<file path="config.mk">
export PLATFORM = sky130hd
export DESIGN_NAME = relu_pool_unit
export DESIGN_NICKNAME = d
export VERILOG_FILES = /design/src/rtl/relu_pool_unit_pkg.sv /design/src/rtl/relu_pool_unit_act_out_fifo.sv /design/src/rtl/relu_pool_unit.sv
export SDC_FILE = /design/constraint.sdc
export NUM_CORES = 1
export LEC_CHECK = 0
export CAP_MARGIN = 20
export CORE_MARGIN = 5
export CORE_UTILIZATION = 48
export CTS_CLUSTER_DIAMETER = 50
export DETAILED_ROUTE_END_ITERATION = 7
export GPL_TIMING_DRIVEN = 0
export PLACE_DENSITY = 0.65
export REMOVE_ABC_BUFFERS = 1
export SETUP_SLACK_MARGIN = 0.1
export SLEW_MARGIN = 10
export SYNTH_ARGS = -nofsm -noshare
export SYNTH_HDL_FRONTEND = slang
export SYNTH_SLANG_ARGS = --single-unit
</file>
<file path="constraint.sdc">
create_clock -name clk -period 7.46 [get_ports clk]
set_input_delay 0.746 -clock clk [delete_from_list [all_inputs] [get_ports clk]]
set_output_delay 0.746 -clock clk [all_outputs]
set_load 0.02 [all_outputs]
</file>
<file path="src/rtl/relu_pool_unit_pkg.sv">
// relu_pool_unit_pkg: mode codes, FSM states, map geometry and index widths
// shared by relu_pool_unit and its output FIFO.
package relu_pool_unit_pkg;

  typedef enum logic [1:0] {
    MODE_CONV = 2'b00,
    MODE_FC   = 2'b01
  } mode_e;

  typedef enum logic [1:0] {
    ST_IDLE  = 2'b00,
    ST_ISSUE = 2'b01,
    ST_DRAIN = 2'b10
  } state_e;

  localparam int DEF_MAP_W = 14;
  localparam int POOL_W    = DEF_MAP_W / 2;
  localparam int RD_IDX_W  = 8;
  localparam int OUT_IDX_W = 6;
  localparam int DEF_ACT_W = 8;

  function automatic logic is_legal_mode(input logic [1:0] m);
    return (m == MODE_CONV) || (m == MODE_FC);
  endfunction

endpackage

</file>
<file path="src/rtl/relu_pool_unit_act_out_fifo.sv">
// act_out_fifo: synchronous FIFO for pooled activations; exposes its fill count
// so the issuing FSM can reserve space before starting a group.
module act_out_fifo #(
  parameter int W     = 14,
  parameter int DEPTH = 8
) (
  input  logic                     clk,
  input  logic                     rst,
  input  logic                     push_i,
  input  logic [W-1:0]             wdata_i,
  input  logic                     pop_i,
  output logic [W-1:0]             rdata_o,
  output logic                     valid_o,
  output logic [$clog2(DEPTH):0]   count_o
);
  localparam int AW = $clog2(DEPTH);

  logic [W-1:0]  mem_q [DEPTH];
  logic [AW-1:0] wr_ptr_q, rd_ptr_q;
  logic [AW:0]   count_q;
  logic          do_pop_s, do_push_s;

  assign do_pop_s  = pop_i && (count_q != '0);
  assign do_push_s = push_i && ((count_q != (AW+1)'(DEPTH)) || do_pop_s);

  // storage, pointers and occupancy
  always_ff @(posedge clk) begin
    if (rst) begin
      for (int i = 0; i < DEPTH; i++) begin
        mem_q[i] <= '0;
      end
      wr_ptr_q <= '0;
      rd_ptr_q <= '0;
      count_q  <= '0;
    end else begin
      if (do_push_s) begin
        mem_q[wr_ptr_q] <= wdata_i;
        wr_ptr_q        <= wr_ptr_q + AW'(1);
      end
      if (do_pop_s) begin
        rd_ptr_q <= rd_ptr_q + AW'(1);
      end
      count_q <= count_q + (AW+1)'(do_push_s) - (AW+1)'(do_pop_s);
    end
  end

  assign rdata_o = mem_q[rd_ptr_q];
  assign valid_o = (count_q != '0);
  assign count_o = count_q;

endmodule

</file>
<file path="src/rtl/relu_pool_unit.sv">
// relu_pool_unit: bias + ReLU + requantize + 2x2 max-pool, feeding the act buffer.
// Define RELU_POOL_ROUND_EN for round-half-up requantization; default truncates.
module relu_pool_unit
  import relu_pool_unit_pkg::*;
#(
  parameter int ACC_W      = 24,
  parameter int BIAS_W     = 16,
  parameter int ACT_W      = DEF_ACT_W,
  parameter int MAP_W      = DEF_MAP_W,
  parameter int FIFO_DEPTH = 8
) (
  input  logic                 clk,
  input  logic                 rst,
  input  logic [1:0]           conv_or_fc,
  input  logic                 relu_activate,
  input  logic [BIAS_W-1:0]    bias,
  input  logic [4:0]           shift,
  output logic                 acc_rd_en,
  output logic [RD_IDX_W-1:0]  acc_rd_idx,
  input  logic [ACC_W-1:0]     acc_rd_data,
  output logic                 out_valid,
  input  logic                 out_ready,
  output logic [ACT_W-1:0]     out_data,
  output logic [OUT_IDX_W-1:0] out_idx,
  output logic                 busy,
  output logic                 layer_done,
  output logic                 overrun
);
  localparam int GRPS  = MAP_W / 2;
  localparam int CNT_W = $clog2(FIFO_DEPTH) + 1;
  localparam int ENT_W = ACT_W + OUT_IDX_W;

  state_e               state_q, state_d;
  mode_e                mode_q;
  logic [2:0]           pr_q, pr_d, grp_q, grp_d, infl_q, infl_d;
  logic [1:0]           sub_q, sub_d;
  logic [BIAS_W-1:0]    bias_q;
  logic [4:0]           shift_q;
  logic                 overrun_q;
  logic                 rd_vld_q, rd_first_q, rd_last_q, rd_final_q;
  logic [OUT_IDX_W-1:0] rd_oidx_q, push_idx_q, oidx_s;
  logic [ACT_W-1:0]     max_q, push_data_q, r_s, grp_max_s;
  logic                 push_q, push_final_q, layer_done_q;
  logic                 start_ok_s, rd_en_s, rd_first_s, rd_last_s, last_grp_s, can_issue_s;
  logic [CNT_W-1:0]     fifo_count_s, fifo_free_s;
  logic [RD_IDX_W-1:0]  rd_idx_s, sub_off_s;
  logic [ENT_W-1:0]     fifo_rdata_s;

  // s = psum + bias at ACC_W+1 bits; negative clamps to 0, then shift and saturate
  function automatic logic [ACT_W-1:0] requant(input logic [ACC_W-1:0] d,
                                                input logic [BIAS_W-1:0] b,
                                                input logic [4:0] sh);
    logic signed [ACC_W:0] s;
    logic [31:0]           mag;
    s = $signed({d[ACC_W-1], d}) + $signed({{(ACC_W+1-BIAS_W){b[BIAS_W-1]}}, b});
    if (s[ACC_W]) mag = 32'd0;
    else          mag = {{(31-ACC_W){1'b0}}, s};
`ifdef RELU_POOL_ROUND_EN
    if (sh != 5'd0) mag = mag + (32'd1 << (sh - 5'd1));
`endif
    mag = mag >> sh;
    if (|mag[31:ACT_W]) return {ACT_W{1'b1}};
    else                return mag[ACT_W-1:0];
  endfunction

  // read address, pooled index and flow-control qualifiers
  always_comb begin
    start_ok_s  = relu_activate && is_legal_mode(conv_or_fc) && (state_q == ST_IDLE);
    fifo_free_s = CNT_W'(FIFO_DEPTH) - fifo_count_s;
    can_issue_s = (sub_q != 2'd0) || (fifo_free_s > CNT_W'(infl_q));
    rd_first_s  = (sub_q == 2'd0);
    rd_last_s   = (mode_q == MODE_FC) || (sub_q == 2'd3);
    last_grp_s  = (mode_q == MODE_FC) || (grp_q == 3'(GRPS - 1));
    case (sub_q)
      2'd1:    sub_off_s = RD_IDX_W'(1);
      2'd2:    sub_off_s = RD_IDX_W'(MAP_W);
      2'd3:    sub_off_s = RD_IDX_W'(MAP_W + 1);
      default: sub_off_s = RD_IDX_W'(0);
    endcase
    if (mode_q == MODE_FC) begin
      rd_idx_s = '0;
      oidx_s   = '0;
    end else begin
      rd_idx_s = RD_IDX_W'(pr_q) * RD_IDX_W'(2 * MAP_W) + RD_IDX_W'({grp_q, 1'b0}) + sub_off_s;
      oidx_s   = OUT_IDX_W'(pr_q) * OUT_IDX_W'(GRPS) + OUT_IDX_W'(grp_q);
    end
  end

  // next-state logic; a group is only opened when the FIFO can absorb it
  always_comb begin
    state_d = state_q;
    pr_d    = pr_q;
    grp_d   = grp_q;
    sub_d   = sub_q;
    rd_en_s = 1'b0;
    case (state_q)
      ST_IDLE: begin
        if (start_ok_s) begin
          state_d = ST_ISSUE;
          grp_d   = 3'd0;
          sub_d   = 2'd0;
        end else begin
          state_d = ST_IDLE;
        end
      end
      ST_ISSUE: begin
        rd_en_s = can_issue_s;
        if (can_issue_s && rd_last_s) begin
          sub_d = 2'd0;
          if (last_grp_s) state_d = ST_DRAIN;
          else            grp_d   = grp_q + 3'd1;
        end else if (can_issue_s) begin
          sub_d = sub_q + 2'd1;
        end else begin
          sub_d = sub_q;
        end
      end
      ST_DRAIN: begin
        if (push_q && push_final_q) begin
          state_d = ST_IDLE;
          if (mode_q == MODE_CONV) pr_d = (pr_q == 3'd6) ? 3'd0 : pr_q + 3'd1;
          else                     pr_d = pr_q;
        end else begin
          state_d = ST_DRAIN;
        end
      end
      default: state_d = ST_IDLE;
    endcase
    infl_d = infl_q + 3'(rd_en_s && rd_first_s) - 3'(push_q);
  end

  // control state, sampled job parameters and sticky overrun
  always_ff @(posedge clk) begin
    if (rst) begin
      state_q   <= ST_IDLE;
      mode_q    <= MODE_CONV;
      pr_q      <= 3'd0;
      grp_q     <= 3'd0;
      sub_q     <= 2'd0;
      infl_q    <= 3'd0;
      bias_q    <= '0;
      shift_q   <= 5'd0;
      overrun_q <= 1'b0;
    end else begin
      state_q <= state_d;
      pr_q    <= pr_d;
      grp_q   <= grp_d;
      sub_q   <= sub_d;
      infl_q  <= infl_d;
      if (start_ok_s) begin
        mode_q  <= mode_e'(conv_or_fc);
        bias_q  <= bias;
        shift_q <= shift;
      end
      if (relu_activate && (state_q != ST_IDLE)) overrun_q <= 1'b1;
    end
  end

  assign r_s       = requant(acc_rd_data, bias_q, shift_q);
  assign grp_max_s = (rd_first_q || (r_s > max_q)) ? r_s : max_q;

  // read-return tags follow the regfile latency; group max lands in the FIFO one cycle later
  always_ff @(posedge clk) begin
    if (rst) begin
      rd_vld_q     <= 1'b0;
      rd_first_q   <= 1'b0;
      rd_last_q    <= 1'b0;
      rd_final_q   <= 1'b0;
      rd_oidx_q    <= '0;
      max_q        <= '0;
      push_q       <= 1'b0;
      push_data_q  <= '0;
      push_idx_q   <= '0;
      push_final_q <= 1'b0;
      layer_done_q <= 1'b0;
    end else begin
      rd_vld_q     <= rd_en_s;
      rd_first_q   <= rd_first_s;
      rd_last_q    <= rd_last_s;
      rd_final_q   <= rd_last_s && last_grp_s;
      rd_oidx_q    <= oidx_s;
      if (rd_vld_q) max_q <= grp_max_s;
      push_q       <= rd_vld_q && rd_last_q;
      push_data_q  <= grp_max_s;
      push_idx_q   <= rd_oidx_q;
      push_final_q <= rd_vld_q && rd_last_q && rd_final_q;
      layer_done_q <= rd_vld_q && rd_last_q && rd_final_q &&
                      ((mode_q == MODE_FC) || (pr_q == 3'd6));
    end
  end

  act_out_fifo #(
    .W     (ENT_W),
    .DEPTH (FIFO_DEPTH)
  ) u_fifo (
    .clk     (clk),
    .rst     (rst),
    .push_i  (push_q),
    .wdata_i ({push_data_q, push_idx_q}),
    .pop_i   (out_ready),
    .rdata_o (fifo_rdata_s),
    .valid_o (out_valid),
    .count_o (fifo_count_s)
  );

  assign out_data   = fifo_rdata_s[ENT_W-1:OUT_IDX_W];
  assign out_idx    = fifo_rdata_s[OUT_IDX_W-1:0];
  assign acc_rd_en  = rd_en_s;
  assign acc_rd_idx = rd_en_s ? rd_idx_s : '0;
  assign busy       = (state_q != ST_IDLE);
  assign layer_done = layer_done_q;
  assign overrun    = overrun_q;

endmodule

</file>
==> flow_summary_export.csv <==
group,metric,value,unit
status,outcome,"finished clean",
job,max_cap_violations,0,
cells_and_area,syn_to_final_growth,13.5,%
logic_synthesis,synth_seq_cells,197,
pwr,vdd_drop_max,0.125,mV
sta,skew,0.0126,ns
sta,setup_viol,0,
clocking,post-cts-setup-buffers,0,
placed_design,io_buffers,77,
logic_synthesis,yosysSeqAreaShare,0.411,
routing,drcViolationCount,0,
sta,rsz0062_at_grt,"false",
logic_synthesis,synth.most_common_cell,"and2_1",
logic_synthesis,synthArstFlopShare,0,
clocking,ctsRootBufferMaster,"clkbuf_16",
clocking,numCtsBuffers,17,
global_routing,grtUsageTotal,0.207,
global_routing,grt_pass1_vias,9202,
sta,setup_tns,0,ns
floorplanning,row_count,58,
sta,min_period,6.84,ns
routing,dr.pass1.iters,5,
placed_design,place_congestion,0.886,
sta,tightest_slew,1.13,ns
routing,vias,9390,
sta,holdWs,0.437,ns
critical_path,crit_path_cell_trace,"clkdlybuf4s50_1 -> ha_1 -> inv_1 -> fa_1 -> nand2b_1 -> a21o_2 -> a21oi_1 -> nor3_1 -> nor4_1 -> nor3_1 -> o32ai_1 -> a2111oi_4 -> a21oi_4 -> nor3_1 -> nor2b_1 -> ha_1 -> a21o_1 -> a211o_1 -> a21oi_1 -> o21ai_0 -> a21o_1 -> and2_1 -> a311o_1 -> a31oi_1",
cells_and_area,multiInputGateArea,6820,sq um
logic_synthesis,synthTopCellsByArea,"edfxtp_1 27%, dfxtp_1 14%, ha_1 7.0%, and2_1 6.1%, mux4_2 6.0%",
logic_synthesis,syn-instance-count,1236,
critical_path,crit_arrival,7.20,ns
sta,clock.fmax,0.146,GHz
logic_synthesis,syn_area,12300,sq um
critical_path,critPathSlowestCell,"o32ai_1",
clocking,clock_latency,0.43,ns
routing,drt_iter0_markers,534,
global_routing,grt_pass1_wl,48100,um
routing,routed_via_density,5.78,
critical_path,cpPeakStageDelay,0.56,ns
critical_path,cpLargestDelayFamily,"compound AO/OA/AOI/OAI gates",
routing,postRouteAntennaNets,0,
global_routing,overflow,0,
sta,slew-limit-headroom,0.244,
worst_hold_path,hold_path.class,"flop to flop",
logic_synthesis,syn-mean-instance-area,9.98,sq um
clocking,clockBufferDepth,2,
logic_synthesis,synth_cell_types,82,
floorplanning,fp.dieW,170,um
clocking,clkSinkCount,197,
logic_synthesis,synthTopCellsByCount,"121 x and2_1, 117 x nand2_1, 112 x edfxtp_1",
floorplanning,core_area,25300,sq um
logic_synthesis,synth_edf_count,112,
pwr,p_per_area,234,nW/um^2
logic_synthesis,yosys.area.top_type_share,0.273,
clocking,path_clk_slew,0.08,ns
pwr,static-leakage-power,5.30,nW
floorplanning,die_h,170,um
floorplanning,pin_count,78,
sta,fin_crit_sh,0.916,
floorplanning,fp.dieArea,29000,sq um
cells_and_area,regArea,5070,sq um
logic_synthesis,synth_ff_type,"edfxtp_1",
global_routing,grt_antenna_before_repair,1,
critical_path,cp_max_fo,17,
cells_and_area,final_layout_size_suffix_gt1_frac,0.104,
clocking,cts_hold_buf,0,
cells_and_area,fillers,2250,
clocking,cts_resized,0,
cells_and_area,fin_util,0.555,
critical_path,worstSetupPathType,"input port to flop",
placed_design,hpwlAfterDp,21600,um
sta,finalHoldViolCount,0,
routing,wirelength,29700,um
logic_synthesis,yosys.area.top_type,"edfxtp_1",
critical_path,cp.required,7.83,ns
global_routing,grt_max_degree,82,
critical_path,path_buf_inv,2,
critical_path,start_kind,"input port",
cells_and_area,fin_nets,1413,
sta,slew_viol_final,0,
critical_path,cp_common_cell,"nor3_1",
critical_path,reg2reg_setup_slack,0.96,ns
cells_and_area,diodes,0,
clocking,htreeDepth,4,
critical_path,setup.worst_path.end_class,"flop",
floorplanning,start_util,0.489,
logic_synthesis,yosys_warnings,0,
routing,wl_per_cell,18.3,um
clocking,cts_tree,"built",
==> per-stage QoR <==
| stage | cell area (sq um) | instances | setup WS, ns | total power [mW] |
|---|---|---|---|---|
| final | 14000 | 1625 | 0.624 | 3.28 |
| after global routing | 14000 | 1625 | 0.110 | 3.47 |
| after CTS | 14000 | 1623 | 0.192 | 3.30 |
| after detailed placement | 13400 | 1591 | -0.213 | 2.37 |
| after global placement | 13200 | 1581 | -0.106 | 2.35 |
| after floorplan | 12100 | 1174 | 1.63 | 2.04 |
==> layout make-up <==
| class | instances | area share |
|---|---|---|
| Multi-Input combinational cell | 924 | 0.487 |
| Inverter | 53 | 0.0142 |
| Clock buffer | 17 | 0.0304 |
| Tap cell | 330 | 0.0295 |
| Sequential cell | 197 | 0.362 |
| Clock inverter | 15 | 0.0132 |
| Timing Repair Buffer | 89 | 0.0644 |
==> sequential cells by signal (all words and copies together), names as in the netlist, 2 cells and up, named ones only <==
name and flops:
u_fifo.mem_q 112, bias_q 16, max_q 8, push_data_q 8
push_idx_q 6, rd_oidx_q 6, shift_q 5, u_fifo.count_o 4
grp_q 3, infl_q 3, pr_q 3, u_fifo.rd_ptr_q 3
u_fifo.wr_ptr_q 3, mode_q 2, state_q 2, sub_q 2
==> per-layer routing <==
layer,global-route usage,vias up,share of wire
met3,0.0367,31,0.057
met2,0.353,263,0.48
li1,-,4612,-
met4,0.0563,2,0.019
met1,0.273,4482,0.44
met5,0,-,0.00044
==> worst paths after layout <==
path	cells past startpoint	end	startpoint
hold reg to reg	1	push_idx_q[1]	rd_oidx_q[1]
setup / recovery	24	max_q[6]	acc_rd_data[0]
hold / removal	1	push_idx_q[1]	rd_oidx_q[1]
setup reg to reg	20	max_q[6]	shift_q[0]
==> kinds of logic (layout without fill, tap and decap cells) <==
kind of cell / Yosys count / in the layout / synth area share
xor gates and xnor gates: 29 / 29 / 0.0206
AOI/OAI and AO/OA: 275 / 275 / 0.158
muxes: 64 / 64 / 0.0869
and+or+nand+nor: 476 / 476 / 0.198
adders and majority gates: 80 / 80 / 0.0878
DFF: 197 / 197 / 0.411
buffers and inverters: 115 / 174 / 0.0383
==> where the power goes <==
group | switching [mW] | total, mW | leakage (nW) | internal [mW]
clock network | 0.476 | 0.937 | 0.292 | 0.460
registers | 0.0968 | 1.32 | 1.84 | 1.23
logic | 0.533 | 1.02 | 3.17 | 0.487
total | 1.11 | 3.28 | 5.30 | 2.17
==> placed cells by master, fill, tap and decap left out, drive strengths merged, types with 16 or more instances in the layout <==
master,instances
nor2b,16
inv,60
a21oi,86
and2,121
nor2,97
dfxtp,85
nand3,17
clkbuf,18
a21o,16
ha,69
mux4,33
clkdlybuf4s50,76
xnor2,20
o21ai,41
nand2,117
edfxtp,112
a211oi,16
nor3,30
mux2i,16
No activity file was read; power rests on OpenSTA's default activity.
